--- config.mk ---
export PLATFORM = sky130hd
export DESIGN_NAME = cic3_decimator
export DESIGN_NICKNAME = d
export VERILOG_FILES = /design/src/rtl/cic_pkg.sv /design/src/rtl/cic_comb_stage.sv /design/src/rtl/cic3_decimator.sv
export SDC_FILE = /design/constraint.sdc
export NUM_CORES = 1
export LEC_CHECK = 0
export BUFFER_PORTS_ARGS = -buffer_cell sky130_fd_sc_hd__buf_2
export CAP_MARGIN = 15
export CORE_MARGIN = 8
export CORE_UTILIZATION = 35
export DETAILED_ROUTE_END_ITERATION = 10
export PLACE_DENSITY_LB_ADDON = 0.25
export SLEW_MARGIN = 20
export SYNTH_ARGS = -nofsm -noshare
export SYNTH_HDL_FRONTEND = slang
export SYNTH_SLANG_ARGS = --single-unit
--- constraint.sdc ---
create_clock -name clk -period 12.4 [get_ports clk]
set_clock_uncertainty 0.1 [all_clocks]
set_input_delay 1.24 -clock clk [delete_from_list [all_inputs] [get_ports clk]]
set_output_delay 1.24 -clock clk [all_outputs]
set_load 0.05 [all_outputs]
--- src/rtl/cic_pkg.sv ---
// Shared constants, width helper and warm-up state encoding for the sinc^3 decimator.
package cic_pkg;
  localparam int CIC_ORDER = 3;

  function automatic int cic_acc_w(input int log2_osr);
    return CIC_ORDER * log2_osr + 2;
  endfunction

  typedef enum logic {WARMUP, RUN} warm_state_t;
endpackage

--- src/rtl/cic_comb_stage.sv ---
// One CIC differentiator: y = x - x_prev, where the delay loads x on each enabled edge.
module cic_comb_stage #(
  parameter int W = 20
) (
  input  logic         clk,
  input  logic         reset,
  input  logic         en,
  input  logic [W-1:0] x,
  output logic [W-1:0] y
);
  logic [W-1:0] d;

  assign y = x - d;

  always_ff @(posedge clk or posedge reset) begin
    if (reset)   d <= '0;
    else if (en) d <= x;
  end
endmodule

--- src/rtl/cic3_decimator.sv ---
// Third-order CIC decimator: 1-bit bitstream in, full-precision signed PCM out at 1/OSR rate.
module cic3_decimator
  import cic_pkg::*;
#(
  parameter int LOG2_OSR = 6
) (
  input  logic                                  clk,
  input  logic                                  reset,
  input  logic                                  bs_in,
  input  logic                                  bs_valid,
  output logic signed [cic_acc_w(LOG2_OSR)-1:0] dout,
  output logic                                  dout_valid
);
  localparam int ACC_W = cic_acc_w(LOG2_OSR);

  logic [ACC_W-1:0]                 x, i1, i2, i3;
  logic [LOG2_OSR-1:0]              phase;
  logic                             dec;
  logic [CIC_ORDER:0][ACC_W-1:0]    cmb;
  warm_state_t                      state, state_nxt;
  logic [1:0]                       cnt, cnt_nxt;
  logic                             vld_nxt;

  assign x = bs_in ? ACC_W'(1) : '1;

  // Integrators wrap modulo 2**ACC_W; the comb differences undo the wrap exactly.
  always_ff @(posedge clk or posedge reset) begin
    if (reset) begin
      i1    <= '0;
      i2    <= '0;
      i3    <= '0;
      phase <= '0;
      dec   <= 1'b0;
    end else begin
      dec <= bs_valid && (phase == '1);
      if (bs_valid) begin
        i1    <= i1 + x;
        i2    <= i2 + i1;
        i3    <= i3 + i2;
        phase <= phase + 1'b1;
      end
    end
  end

  assign cmb[0] = i3;

  for (genvar k = 0; k < CIC_ORDER; k++) begin : g_comb
    cic_comb_stage #(.W(ACC_W)) u_comb (
      .clk   (clk),
      .reset (reset),
      .en    (dec),
      .x     (cmb[k]),
      .y     (cmb[k+1])
    );
  end

  // The first three comb outputs still carry start-up transient, so they are not flagged valid.
  always_comb begin
    state_nxt = state;
    cnt_nxt   = cnt;
    vld_nxt   = 1'b0;
    if (dec) begin
      if (state == RUN) begin
        vld_nxt = 1'b1;
      end else begin
        cnt_nxt = cnt + 2'd1;
        if (cnt == 2'd2) state_nxt = RUN;
      end
    end
  end

  always_ff @(posedge clk or posedge reset) begin
    if (reset) begin
      state      <= WARMUP;
      cnt        <= '0;
      dout       <= '0;
      dout_valid <= 1'b0;
    end else begin
      state      <= state_nxt;
      cnt        <= cnt_nxt;
      dout_valid <= vld_nxt;
      if (dec) dout <= cmb[CIC_ORDER];
    end
  end
endmodule
==> flow_summary.yaml <==
worst_setup_path:
  worstSetupStartpointType: "flip-flop"
  critical-path-top-cell-by-count: "a21oi_1"
  crit_required_ns: 12.65
  critical_path_arrival_ns: 6.05
  critical_path.max_fanout: 7
  cpPeakStageDelay_ns: 0.40
  critical_path_class: "reg -> reg"
  setup.reg_to_reg.worst_slack_ns: 6.60
  critical_path.slowest_cell: "dfrtp_1"
  endpoint_kind: "flip-flop"
global_routing:
  grt_overflow_total: 0
  grt_pass1_vias: 7796
  grt_busiest_layer: "met2"
  grt_first_pass_wirelength_um: 35420
  grtUsageMet1_pct: 14.48
  use_met3_pct: 2.012
  number_of_antenna_violations_at_the_first_check_in_global_routing: 0
  globalRouteTotalUtil_pct: 11.43
  met2_usage_pct: 19.37
  largest_net_degree_at_the_start_of_global_routing: 92
synthesis:
  yosys_warnings: 0
  synth_edf_count: 0
  library_cell_with_the_largest_summed_area_after_synthesis: "dfrtp_1"
  synth_area_per_cell_um2: 9.229
  post_synth_most_frequent_cells: "dfrtp_1 (151), ha_1 (115), nand2_1 (105), inv_1 (89)"
  synth_top_cells_by_area: "dfrtp_1 (35%), ha_1 (13%), mux2_2 (6.1%)"
  synth_seq_cells: 151
  synth_cell_type_count: 56
  synth_ff_type: "dfrtp_1"
  postSynth.asyncResetShare_pct: 100.0
  synth.most_common_cell: "dfrtp_1"
  synthesis.area_mm2: 0.01067
  synthDominantCellAreaShare_pct: 35.42
  post_synthesis_net_count: 1281
  synthCells: 1156
  sequential_area_share_after_synthesis_pct: 35.42
clocking:
  cts.sinks: 151
  clock_root_cell: "clkbuf_16"
  postCtsHoldBufs: 0
  cts-buffers-inserted: 17
  clkTransAtPathRegs_ns: 0.06
  ctsResizeCount: 0
  h-tree-depth: 4
  worst_skew_pair.late_latency_ns: 0.42
  cts_setup_buffers: 0
  cts_max_path_buffers: 2
  tritoncts: "yes"
sta:
  layout_worst_path_cycle_share_pct: 46.80
  final_hold_viol_count: 0
  tightest_slew_ns: 0.8187
  grt_setup_unrepaired: "no"
  timing.setup.tns_ns: 0
  final_max_slew_viol_count: 0
  setup_viol_count_final: 0
  maxSlewHeadroom_pct: 45.42
  max_freq_mhz: 172.3
  fin_crit_ns: 5.803
floorplan:
  floorplan.initialDensity_pct: 35.25
  core-area_mm2: 0.03027
  number_of_cell_rows: 64
  die-area_mm2: 0.03633
  number_of_i_o_pins: 25
  die_height_um: 190.6
  die_w_um: 190.6
hold_path:
  worst_hold_path_type: "reg -> reg"
final_layout:
  fin_area_mm2: 0.01184
  antenna_cells: 0
  layout.cells.non_filler: 1582
  area_growth_pct: 10.95
  post_route_cells_drive_above_1_share_pct: 10.46
  final_net_count: 1298
routing:
  routed_wirelength_um: 19510
  routed_wire_length_per_instance_um: 12.33
  vias: 7753
  detail_route.drc_violations: 0
  detail_route.first_pass.iterations: 4
  vias_per_cell: 4.901
  drt_iter0_drc: 292
  final_antenna_net_count: 0
run:
  maxCapViolations: 0
place:
  gp_routability_congestion: 0.7691
  post-place-cells: 1550
  placedInstanceArea_mm2: 0.01121
  port_buffers: 24
  dp.final_hpwl_um: 14480
run_status:
  outcome: "completed"
## layout make-up
cell class / instances / area, um2
Fill cell: 3035 / 18430
Multi-Input combinational cell: 886 / 6444
Sequential cell: 151 / 3782
Tap cell: 396 / 495.5
Clock buffer: 18 / 429.2
Inverter: 89 / 339.1
Clock inverter: 14 / 197.7
Timing Repair Buffer: 28 / 150.1
## flip-flops by register name (all words and copies together), names as in the netlist, 2 cells and up
signal and cells:
i2 20, g_comb.u_comb.d 60, phase 6, dout 20, i1 20, i3 20, cnt 2
## worst max-delay path: cells and delay by family, from the launching register on
family	cells	cell delay, ns
compound gates	16	2.86
flops	1	0.40
buf+inv	2	0.13
fa+ha+maj	4	1.19
xor+xnor	3	0.62
simple gates	3	0.42
## cell usage in the layout, fill, tap and decap left out, drive strengths merged, types with 18 or more instances in the layout
| master | instances |
|---|---|
| nor3 | 24 |
| xnor2 | 72 |
| inv | 92 |
| ha | 115 |
| nor2 | 71 |
| buf | 28 |
| dfrtp | 151 |
| xor2 | 30 |
| nand3 | 21 |
| o21ai | 87 |
| a21oi | 87 |
| a21o | 41 |
| clkbuf | 18 |
| mux2 | 58 |
| nand2 | 105 |
## worst paths after layout
path	startpoint	endpoint	cells after the start
hold / removal	state	state	1
setup / recovery	i3[0]	dout[19]	28
hold reg to reg	state	state	1
min in group asynchronous	reset	i1[19]	2
max in group asynchronous	reset	g_comb[2].u_comb.d[6]	3
setup reg to reg	i3[0]	dout[19]	28
## logic make-up (layout without fill, tap and decap cells)
logic type | count (synthesis) | in the layout | synth area share (%)
mux | 60 | 60 | 6.309
flops | 151 | 151 | 35.42
simple gates | 292 | 292 | 12.85
compound gates | 310 | 310 | 18.03
buf+inv | 119 | 149 | 4.187
fa+ha+maj | 121 | 121 | 14.61
xor+xnor | 103 | 103 | 8.596
## per-stage QoR
step | util, % | setup WS, ns | hold WS (ns)
after floorplan | - | 6.995 | 0.3332
after global placement | 37.04 | 6.701 | 0.3557
after detailed placement | 37.04 | 6.600 | 0.3546
after CTS | 39.11 | 6.566 | 0.3684
after global routing | 39.11 | 6.090 | 0.3803
final | 39.11 | 6.597 | 0.3676
## metal layers
metal,vias to the layer above,share of wire (%)
met1,3537,50
met2,52,47
met3,24,2.1
met4,0,1.6
met5,-,0
li1,4140,-
Power is not shown: default switching activity piles up to over one toggle a cycle in this logic, so the estimate is an artifact.
